`config.mk`:
```
export PLATFORM = sky130hd
export DESIGN_NAME = nibble_serial_addsub
export DESIGN_NICKNAME = d
export VERILOG_FILES = /design/src/rtl/nibble_serial_addsub.sv
export SDC_FILE = /design/constraint.sdc
export NUM_CORES = 1
export LEC_CHECK = 0
export BUFFER_PORTS_ARGS = -buffer_cell sky130_fd_sc_hd__buf_2
export CORE_MARGIN = 4
export CORE_UTILIZATION = 60
export CTS_BUF_LIST = sky130_fd_sc_hd__clkbuf_8
export CTS_CLUSTER_SIZE = 40
export DETAILED_ROUTE_END_ITERATION = 16
export MAX_ROUTING_LAYER = met4
export PLACE_DENSITY = 0.95
export SLEW_MARGIN = 10
export SYNTH_ARGS = -nofsm -noshare
export SYNTH_HDL_FRONTEND = slang
export SYNTH_SLANG_ARGS = --single-unit
```
`constraint.sdc`:
```
create_clock -name clk -period 7.75 [get_ports clk]
set_input_delay 1.1625 -clock clk [delete_from_list [all_inputs] [get_ports clk]]
set_output_delay 1.1625 -clock clk [all_outputs]
set_load 0.02 [all_outputs]
```
`src/rtl/nibble_serial_addsub.sv`:
```
// Multi-cycle signed add/subtract of W = 4*NIBBLES bits using one 4-bit slice per clock.
// Optional macro NIBBLE_SERIAL_ADDSUB_SAT_EN saturates the result on signed overflow.
module nibble_serial_addsub #(
  parameter int unsigned  NIBBLES = 4,
  localparam int unsigned W       = 4 * NIBBLES
) (
  input  logic         clk,
  input  logic         rst,
  input  logic         start,
  input  logic         sub,
  input  logic [W-1:0] a,
  input  logic [W-1:0] b,
  output logic         busy,
  output logic         done,
  output logic [W-1:0] result,
  output logic         cout,
  output logic         overflow,
  output logic         zero
);

  localparam int unsigned IDX_W = (NIBBLES > 1) ? $clog2(NIBBLES) : 1;
  localparam int unsigned LSB_W = IDX_W + 2;

  typedef enum logic [1:0] {
    S_IDLE = 2'd0,
    S_RUN  = 2'd1,
    S_DONE = 2'd2
  } state_t;

  state_t             r_state;
  state_t             w_state_nxt;
  logic               w_accept;
  logic               w_last;

  logic [W-1:0]       r_a;
  logic [W-1:0]       r_b;
  logic               r_sub;
  logic               r_carry;
  logic [IDX_W-1:0]   r_idx;
  logic [W-1:0]       r_result;
  logic               r_busy;
  logic               r_done;
  logic               r_cout;
  logic               r_overflow;

  logic [LSB_W-1:0]   w_lsb;
  logic [3:0]         w_a_nib;
  logic [3:0]         w_b_nib;
  logic [4:0]         w_sum;
  logic               w_c3;
  logic               w_ov;

  assign w_last = (r_idx == IDX_W'(NIBBLES - 1));

  // Shared 4-bit two's-complement add/sub slice selected by the slice index
  assign w_lsb   = {r_idx, 2'b00};
  assign w_a_nib = r_a[w_lsb +: 4];
  assign w_b_nib = r_b[w_lsb +: 4] ^ {4{r_sub}};
  assign w_sum   = {1'b0, w_a_nib} + {1'b0, w_b_nib} + {4'b0000, r_carry};
  // Carry into bit 3 recovered from the bit-3 sum and its two inputs
  assign w_c3    = w_sum[3] ^ w_a_nib[3] ^ w_b_nib[3];
  assign w_ov    = w_c3 ^ w_sum[4];

  always_ff @(posedge clk) begin
    if (rst) r_state <= S_IDLE;
    else     r_state <= w_state_nxt;
  end

  always_comb begin
    w_state_nxt = r_state;
    w_accept    = 1'b0;
    case (r_state)
      S_IDLE: begin
        if (start) begin
          w_state_nxt = S_RUN;
          w_accept    = 1'b1;
        end
      end
      S_RUN: begin
        if (w_last) w_state_nxt = S_DONE;
      end
      S_DONE: begin
        if (start) begin
          w_state_nxt = S_RUN;
          w_accept    = 1'b1;
        end else begin
          w_state_nxt = S_IDLE;
        end
      end
      default: w_state_nxt = S_IDLE;
    endcase
  end

  always_ff @(posedge clk) begin
    if (rst) begin
      r_a        <= '0;
      r_b        <= '0;
      r_sub      <= 1'b0;
      r_carry    <= 1'b0;
      r_idx      <= '0;
      r_result   <= '0;
      r_busy     <= 1'b0;
      r_done     <= 1'b0;
      r_cout     <= 1'b0;
      r_overflow <= 1'b0;
    end else begin
      r_busy <= (w_state_nxt == S_RUN);
      r_done <= (w_state_nxt == S_DONE);
      if (w_accept) begin
        r_a     <= a;
        r_b     <= b;
        r_sub   <= sub;
        r_carry <= sub;
        r_idx   <= '0;
      end else if (r_state == S_RUN) begin
        r_result[w_lsb +: 4] <= w_sum[3:0];
        r_carry              <= w_sum[4];
        r_idx                <= r_idx + IDX_W'(1);
        if (w_last) begin
          r_cout     <= w_sum[4];
          r_overflow <= w_ov;
`ifdef NIBBLE_SERIAL_ADDSUB_SAT_EN
          // Whole-word clamp overrides the final slice write; flags stay raw
          if (w_ov) begin
            r_result <= w_a_nib[3] ? {1'b1, {(W-1){1'b0}}} : {1'b0, {(W-1){1'b1}}};
          end
`endif
        end
      end
    end
  end

  assign busy     = r_busy;
  assign done     = r_done;
  assign result   = r_result;
  assign cout     = r_cout;
  assign overflow = r_overflow;
  assign zero     = (r_result == '0);

endmodule
```
==> results of run 1 <==
[kinds of logic after synthesis]
kind of cell	Yosys count	share of synthesized area [%]
muxes	8	7.20
xor gates and xnor gates	9	4.00
buffers and inverters	25	3.90
adders and majority gates	11	6.10
and+or+nand+nor	107	17.9
DFF	58	46.4
AOI/OAI and AO/OA	61	14.5
[state kept, by name, summed over array words and instances, names as in the netlist]
| name | flops |
|---|---|
| cout | 1 |
| overflow | 1 |
| r_sub | 1 |
| r_carry | 1 |
| r_b | 16 |
| r_state | 2 |
| r_idx | 2 |
| busy | 1 |
| result | 16 |
| done | 1 |
| r_a | 16 |
[Yosys cell counts (4+ instances only)]
master,instances,area [sq um]
nand2_1,70,263
dfxtp_1,58,1160
a21oi_1,40,200
nor2_1,19,71.3
a22oi_1,16,120
clkbuf_1,13,48.8
ha_1,9,113
mux4_2,8,180
nor4_1,7,43.8
inv_1,6,22.5
nor2b_1,4,25.0
xnor2_1,4,35.0
[worst max path at each step]
stage                                     start  slack, ns  cells past startpoint                    end
after floorplan           r_idx[0]$_SDFFE_PP0P_       4.64                     11  overflow$_SDFFE_PP0P_
after detailed placement  r_idx[0]$_SDFFE_PP0P_       4.20                     10  overflow$_SDFFE_PP0P_
after global placement    r_idx[0]$_SDFFE_PP0P_       4.39                     10  overflow$_SDFFE_PP0P_
after global routing      r_idx[0]$_SDFFE_PP0P_       3.96                     10  overflow$_SDFFE_PP0P_
final                     r_idx[0]$_SDFFE_PP0P_       4.20                     10  overflow$_SDFFE_PP0P_
after CTS                 r_idx[0]$_SDFFE_PP0P_       4.18                     10  overflow$_SDFFE_PP0P_
[per-stage QoR]
step	utilization, %	worst slack [ns]	cells	hold slack, ns	cell area (sq um)
floorplan	-	4.64	279	0.433	2500
global placement	69.1	4.39	368	0.441	2790
detailed placement	69.1	4.20	368	0.447	2790
CTS	74.9	4.18	384	0.456	3020
global route	75.0	3.96	384	0.467	3020
finish	75.0	4.20	384	0.455	3020
[per-layer routing]
layer / vias to the layer above / routed length [um] / GRT usage (%)
met4: 0 / 72 / 9.43
li1: 1051 / - / -
met2: 67 / 2740 / 35.9
met3: 8 / 375 / 7.58
met1: 965 / 2240 / 27.8
met5: - / 0 / -
[final cells by class]
cell class / instances / share of cell area (%)
multi-input combinational: 196 / 41.4
tap: 50 / 2.07
sequential: 58 / 38.4
clock buffer: 9 / 4.10
inverter: 7 / 0.869
timing repair buffer: 57 / 9.52
clock inverter: 7 / 3.60
[worst max-delay path: cells and delay by family, from the launching register on]
| family | cells | cell delay (ns) |
|---|---|---|
| xor+xnor | 3 | 0.63 |
| mux | 1 | 0.60 |
| compound gates | 3 | 0.69 |
| fa+ha+maj | 2 | 0.65 |
| flops | 1 | 0.85 |
| buf+inv | 1 | 0.05 |
[where the power goes]
| group | total [mW] | switching (mW) | internal (mW) | leakage (nW) |
|---|---|---|---|---|
| combinational | 0.0969 | 0.0556 | 0.0413 | 0.717 |
| sequential | 0.323 | 0.0107 | 0.312 | 0.474 |
| clock | 0.326 | 0.116 | 0.210 | 0.124 |
| total | 0.746 | 0.182 | 0.564 | 1.31 |
[layout by cell type (no fill, tap or decap), types with 2 or more instances in the layout]
cell | Yosys | routed
clkbuf_8 | 0 | 9
bufinv_16 | 0 | 3
xor2_1 | 3 | 3
inv_1 | 6 | 7
mux4_2 | 8 | 8
nor4_1 | 7 | 7
nor2_1 | 19 | 19
a21o_1 | 3 | 3
xnor2_1 | 4 | 4
nor2b_1 | 4 | 3
a22oi_1 | 16 | 16
ha_1 | 9 | 9
nor3_1 | 2 | 2
fa_1 | 2 | 2
nand2b_1 | 2 | 2
a21oi_1 | 40 | 40
nand2_1 | 70 | 70
dfxtp_1 | 58 | 58
clkinv_2 | 0 | 3
buf_2 | 3 | 56
==> results.yml, run 1 <==
timing:
  max_freq_mhz: 281
  setup_violations: 0
  finalCriticalPeriod_ns: 3.55
  grt_setup_unrepaired: "false"
  period_share_pct: 45.9
  fin_tns_setup_ns: 0
  slew_headroom_pct: 34.1
  final_max_slew_viol_count: 0
  skew_ns: 0.00610
  hold_viol: 0
  worst_slew_pin_slew_ns: 0.989
synth:
  synthDistinctLibCells: 27
  synth_ff_type: "dfxtp_1"
  async_reset_ff_share_pct: 0
  ys_ff_latch: 58
  synth_nets: 326
  ys_warn_count: 0
  synth.avg_cell_area_sq_um: 8.97
  seq_area_frac_synth_pct: 46.4
  syn_inst: 279
  synth_edf_count: 0
  mappedNetlistArea_sq_mm: 0.00250
worst_setup_path:
  end_kind: "register"
  max_stage_delay_ns: 0.85
  regToRegEndpoint: "overflow$_SDFFE_PP0P_"
  crit_required_ns: 8.00
  crit_chain: "mux4_2 -> xnor2_1 -> fa_1 -> inv_2 -> fa_1 -> a21o_1 -> a21oi_1 -> xnor2_1 -> xnor3_1 -> a211oi_2"
  critPathKind: "register to register"
  crit_arrival_ns: 3.81
  cp_slowest_cell: "dfxtp_1"
  r2r_slack_ns: 4.20
  critPathMaxFanout: 15
  rr_startpoint: "r_idx[0]$_SDFFE_PP0P_"
  startpoint_type: "register"
  r2r_cells: 10
drt:
  wl_per_cell_um: 14.1
  drtIter0Drc: 192
  num_vias: 2091
  drcViolationCount: 0
  via_per_inst: 5.45
  drt-total-wl_um: 5430
  drtPass1Iterations: 4
  ant_nets: 0
clocking:
  clock_latency_ns: 0.33
  post_cts_buffers: 0
  cts_hold_buf: 0
  cts_buffers: 9
  clockBufferDepth: 2
  root_buffer: "clkbuf_8"
  ctsHtreeMaxLevel: 3
  cts.sinks: 58
  ctsResizeCount: 0
  cts_tree: "done"
  clk_pin_slew_ns: 0.06
worst_hold_path:
  hold_depth: 2
  whs_endpoint: "r_a[2]$_SDFFE_PP0P_"
  hp-class: "register to register"
  hp-start: "r_a[2]$_SDFFE_PP0P_"
die:
  rows: 23
  die_y_um: 72.6
  fp.dieArea_sq_mm: 0.00527
  initial_core_util_pct: 62.1
  ioPinCount: 57
  dieWidth_um: 72.6
  core_area_sq_mm: 0.00403
global_routing:
  gr-total-overflow: 0
  grt_pass1_wl_um: 9070
  track_usage_pct: 23.1
  antenna_found_initial: 0
  grt_max_degree: 59
  grt_pass1_vias: 2046
place:
  place_congestion: 0.810
  hpwl_um: 3780
  portBuffers: 56
status:
  status: "finished, final reports clean"
final_layout:
  layout.nets: 376
  drive_gt1_share_pct: 25.1
  diodes: 0
  multi_input_area_sq_mm: 0.00125
  num-fill-cells: 287
  seq_area_sq_mm: 0.00116
  areaGrowthSynthToFinish_pct: 20.7
power:
  vdd_ir_drop_max_mv: 0.214
  power.leakage_nw: 1.31
  cellPowerDensity_mw_per_mm2: 247
  power.total_mw: 0.746
job:
  max_cap_viol_count: 0
No activity file was read; power rests on OpenSTA's default activity.
==> run 2: changes to the inputs <==
Settings changed: CORE_UTILIZATION 60 to 55, PLACE_DENSITY 0.95 to 0.9.
Clock period 7.75 ns to 3.3 ns, I/O delays scaled along.
==> results.yml, run 2 (same netlist as run 1, synthesis figures left out) <==
final_layout:
  seq_area_sq_mm: 0.00116
  fin_cells: 389
  postLayoutCoreUtil_pct: 68.6
  multi_input_area_sq_mm: 0.00125
  diodes: 0
  num-fill-cells: 341
  areaGrowthSynthToFinish_pct: 20.1
  final_common_cell: "nand2_1"
  layout.nets: 380
  mostFrequentLayoutCells: "nand2_1, dfxtp_1, buf_2"
  drive_gt1_share_pct: 26.4
global_routing:
  antenna_found_initial: 0
  grt_pass1_wl_um: 8810
  grt_max_degree: 59
  grt_pass1_vias: 2037
  track_usage_pct: 21.4
  gr-total-overflow: 0
drt:
  ant_nets: 0
  drcViolationCount: 0
  drtIter0Drc: 116
  wl_per_cell_um: 14.0
  drtPass1Iterations: 4
  drt-total-wl_um: 5460
  via_per_inst: 5.43
  num_vias: 2112
die:
  initial_core_util_pct: 57.1
  rows: 24
  core_area_sq_mm: 0.00438
  dieWidth_um: 75.5
  fp.dieArea_sq_mm: 0.00570
  die_y_um: 75.5
  ioPinCount: 57
worst_setup_path:
  critPathKind: "register to register"
  startpoint_type: "register"
  critPathMaxFanout: 6
  end_kind: "register"
  crit_required_ns: 3.55
  crit_arrival_ns: 3.20
power:
  vdd_ir_drop_max_mv: 0.329
  cellPowerDensity_mw_per_mm2: 530
  power.leakage_nw: 1.31
timing:
  period_share_pct: 89.4
  hold_viol: 0
  setup_violations: 0
  slew_headroom_pct: 34.7
  skew_ns: 0.00593
  worst_slew_pin_slew_ns: 0.979
  grt_setup_unrepaired: "false"
  max_freq_mhz: 339
  fin_tns_setup_ns: 0
  final_max_slew_viol_count: 0
  finalCriticalPeriod_ns: 2.95
status:
  status: "finished, final reports clean"
worst_hold_path:
  hp-class: "input pin to register"
job:
  max_cap_viol_count: 0
clocking:
  clockBufferDepth: 2
  clk_pin_slew_ns: 0.06
  root_buffer: "clkbuf_8"
  cts.sinks: 58
  cts_buffers: 9
  ctsHtreeMaxLevel: 3
  clock_latency_ns: 0.33
  cts_tree: "done"
  cts_hold_buf: 0
place:
  place_congestion: 0.831
  hpwl_um: 3940
  portBuffers: 56
  dp_cells: 374
## run 2: cell count changes in the layout (fill, tap and decap cells not counted)
cell / previous run / this run
buf_4: 1 / 5
clkbuf_8: 9 / 13
bufinv_16: 3 / 0
clkinv_2: 3 / 2
dfxtp_1: 58 / 57
dfxtp_2: 0 / 1
inv_1: 7 / 6
nor2b_2: 0 / 1
nor2b_4: 1 / 0
## run 2: timing repair
| action | CTS | global route |
|---|---|---|
| setup buffers | 0 | 0 |
| endpoints found under the setup margin | 0 | 1 |
| gates resized for setup | 0 | 1 |
## run 2: routing by layer
| metal | share of wire (%) | routed length [um] | vias to the layer above | GRT usage (%) |
|---|---|---|---|---|
| met2 | 48 | 2630 | 66 | 33.7 |
| li1 | - | - | 1051 | - |
| met3 | 6.9 | 376 | 16 | 8.05 |
| met4 | 2.7 | 146 | 0 | 11.1 |
| met1 | 42 | 2300 | 979 | 23.7 |
| met5 | 0 | 0 | - | - |
## run 2: worst max-delay path, cell delays in order, from the launching register on
cell      delay, ns
dfxtp_2        0.42
mux4_2         0.53
xnor2_1        0.19
fa_1           0.21
inv_2          0.05
fa_1           0.39
a21o_1         0.19
a21oi_1        0.26
xnor2_1        0.17
xnor3_1        0.24
a211oi_2       0.21
## run 2: layout make-up
cell class              count  share of cell area, %
clock buffers              13                   5.95
flip-flops and latches     58                   38.6
well taps                  52                   2.16
inverters                   7                  0.874
repair buffers             61                   10.6
clock inverters             2                  0.333
multi-input cells         196                   41.5
## run 2: power by group
group,internal (mW),switching [mW],leakage [nW]
clock network,0.347,0.261,0.101
logic,0.0997,0.130,0.733
registers,0.734,0.0230,0.474
## run 2: final timing paths
kind	end	slack, ns	cells past startpoint	start
setup / recovery	overflow$_SDFFE_PP0P_	0.35	10	r_idx[0]$_SDFFE_PP0P_
hold / removal	r_a[13]$_SDFFE_PP0P_	0.39	3	a[13]
setup reg to reg	overflow$_SDFFE_PP0P_	0.35	10	r_idx[0]$_SDFFE_PP0P_
hold reg to reg	r_a[8]$_SDFFE_PP0P_	0.46	2	r_a[8]$_SDFFE_PP0P_
## run 2: metrics by stage
stage	cell area, sq um	power (mW)	setup slack [ns]	hold WS [ns]
floorplan	2500	0.932	0.188	0.433
global placement	2820	0.992	0.323	0.444
detailed placement	2820	0.999	0.241	0.449
CTS	3010	1.61	0.221	0.378
global route	3010	1.66	0.125	0.383
finish	3010	1.59	0.351	0.393
==> run 3: changes to the inputs <==
Settings changed: ABC_AREA set to 1, CORE_UTILIZATION 55 to 56.
==> results.yml, run 3 <==
worst_setup_path:
  r2r_slack_ns: 0.47
  end_kind: "register"
  crit_required_ns: 3.53
  cp_slowest_cell: "dfxtp_1"
  crit_chain: "o21ai_0 -> o22ai_1 -> xor2_1 -> fa_1 -> inv_1 -> fa_1 -> a21oi_1 -> nor2_1 -> nor2_1 -> nand3_2 -> nand2_1 -> nand2_1 -> nand2_1 -> a21oi_2"
  critPathKind: "register to register"
  rr_startpoint: "r_idx[0]$_SDFFE_PP0P_"
  startpoint_type: "register"
  timing.critical_path.mode_cell: "nand2_1"
  critPathLaunch: "r_idx[0]$_SDFFE_PP0P_"
  max_stage_delay_ns: 0.67
  critPathMaxFanout: 13
  crit_arrival_ns: 3.06
status:
  status: "finished, final reports clean"
synth:
  ys_warn_count: 0
  netlist.area_leader.share_pct: 42.6
  ys_ff_latch: 58
  synth_edf_count: 0
  synth_ff_type: "dfxtp_1"
  seq_area_frac_synth_pct: 42.6
  yosysMostFrequentCell: "nor2_1"
  synthTopCellsByArea: "dfxtp_1, nor2_1, o21ai_0"
  synth.avg_cell_area_sq_um: 7.47
  post-synth-top-area-cell: "dfxtp_1"
  mappedNetlistArea_sq_mm: 0.00273
  async_reset_ff_share_pct: 0
  syn_inst: 365
  synth_nets: 412
  synthTopCellsByCount: "nor2_1, dfxtp_1, nand2_1"
  synthDistinctLibCells: 31
drt:
  drtIter0Drc: 142
  drcViolationCount: 0
  num_vias: 2493
  drtPass1Iterations: 4
  wl_per_cell_um: 11.9
  drt-total-wl_um: 5810
  via_per_inst: 5.09
  ant_nets: 0
power:
  switchingPower_mw: 0.516
  swShare_pct: 29.5
  vdd_ir_drop_max_mv: 0.297
  power.leakage_nw: 1.47
  share_seq_of_total_power_pct: 44.3
  clockPowerShare_pct: 35.3
  pwr-share-comb_pct: 20.4
  cellPowerDensity_mw_per_mm2: 544
  internal_power_mw: 1.23
die:
  core_area_sq_mm: 0.00472
  ioPinCount: 57
  rows: 25
  fp.dieArea_sq_mm: 0.00605
  die_y_um: 77.8
  dieWidth_um: 77.8
  initial_core_util_pct: 57.7
clocking:
  post_cts_buffers: 0
  cts.sinks: 58
  ctsResizeCount: 0
  cts_tree: "done"
  clockBufferDepth: 2
  cts_hold_buf: 0
  cts_buffers: 9
  clock_latency_ns: 0.34
  ctsHtreeMaxLevel: 3
  clk_pin_slew_ns: 0.07
  root_buffer: "clkbuf_8"
timing:
  slew_headroom_pct: 48.1
  worst_slew_pin_slew_ns: 0.777
  finalCriticalPeriod_ns: 2.83
  skew_ns: 0.0104
  fin_tns_setup_ns: 0
  grt_setup_unrepaired: "false"
  period_share_pct: 85.7
  max_freq_mhz: 354
  final_max_slew_viol_count: 0
  setup_violations: 0
  hold_viol: 0
job:
  max_cap_viol_count: 0
final_layout:
  diodes: 0
  drive_gt1_share_pct: 23.2
  multi_input_area_sq_mm: 0.00141
  final_common_cell: "nor2_1"
  mostFrequentLayoutCells: "nor2_1, dfxtp_1, buf_2"
  layout.nets: 466
  num-fill-cells: 414
  seq_area_sq_mm: 0.00116
  areaGrowthSynthToFinish_pct: 17.9
  postLayoutCoreUtil_pct: 68.1
global_routing:
  grt_max_degree: 36
  track_usage_pct: 21.6
  grt_pass1_wl_um: 10200
  antenna_found_initial: 0
  gr-total-overflow: 0
  grt_pass1_vias: 2388
place:
  portBuffers: 56
  hpwl_um: 4360
  place_congestion: 0.923
worst_hold_path:
  hp-start: "b[15]"
  hp-class: "input pin to register"
run 3: worst paths after layout:
check | to | cells after the start
hold / removal | r_b[15]$_SDFFE_PP0P_ | 3
setup / recovery | overflow$_SDFFE_PP0P_ | 14
setup reg to reg | overflow$_SDFFE_PP0P_ | 14
hold reg to reg | cout$_SDFFE_PP0P_ | 2
run 3: layout make-up:
cell class	instances	area share (%)
clock inverter	5	1.48
tap	67	2.61
sequential	58	36.1
clock buffer	10	4.28
multi-input combinational	273	43.8
timing repair buffer	60	9.65
inverter	17	2.06
run 3: cells by family after synthesis:
family / after synthesis / synth area share, %
AND/OR/NAND/NOR: 179 / 28.9
AO/OA/AOI/OAI: 79 / 15.9
flip-flops: 58 / 42.6
buffers and inverters: 34 / 5.74
adder cells (fa/ha/maj): 11 / 5.60
XOR/XNOR: 4 / 1.28
run 3: power by group through the flow:
stage	logic, mW	registers [mW]	clock network (mW)
floorplan	0.275	0.785	0
CTS	0.360	0.774	0.629
finish	0.357	0.775	0.617
detailed placement	0.358	0.790	0
global route	0.414	0.779	0.658
global placement	0.346	0.789	0
run 3: through the flow:
step / power (mW) / area [sq um] / hold WS [ns] / setup WS [ns] / cells
5_1_grt: 1.85 / 3220 / 0.405 / 0.160 / 490
3_3_place_gp: 1.13 / 3030 / 0.458 / 0.638 / 475
6_report: 1.75 / 3220 / 0.407 / 0.473 / 490
4_1_cts: 1.76 / 3220 / 0.396 / 0.481 / 490
3_5_place_dp: 1.15 / 3030 / 0.465 / 0.507 / 475
2_1_floorplan: 1.06 / 2730 / 0.449 / 0.768 / 365
run 3: routing by layer:
metal / vias up / wire length, um / track usage, % / part of all wire [%]
met5: - / 0 / - / 0
met3: 14 / 368 / 6.96 / 6.3
met4: 0 / 112 / 10.1 / 1.9
met1: 1102 / 2660 / 24.6 / 46
li1: 1311 / - / - / -
met2: 66 / 2670 / 34.4 / 46
run 3: worst max-delay path, delay by kind of cell (launching register included):
family / cells / cell delay, ns
AO/OA/AOI/OAI: 4 / 0.68
flip-flops: 1 / 0.67
adder cells (fa/ha/maj): 2 / 0.60
AND/OR/NAND/NOR: 6 / 0.49
XOR/XNOR: 1 / 0.21
buffers and inverters: 1 / 0.07
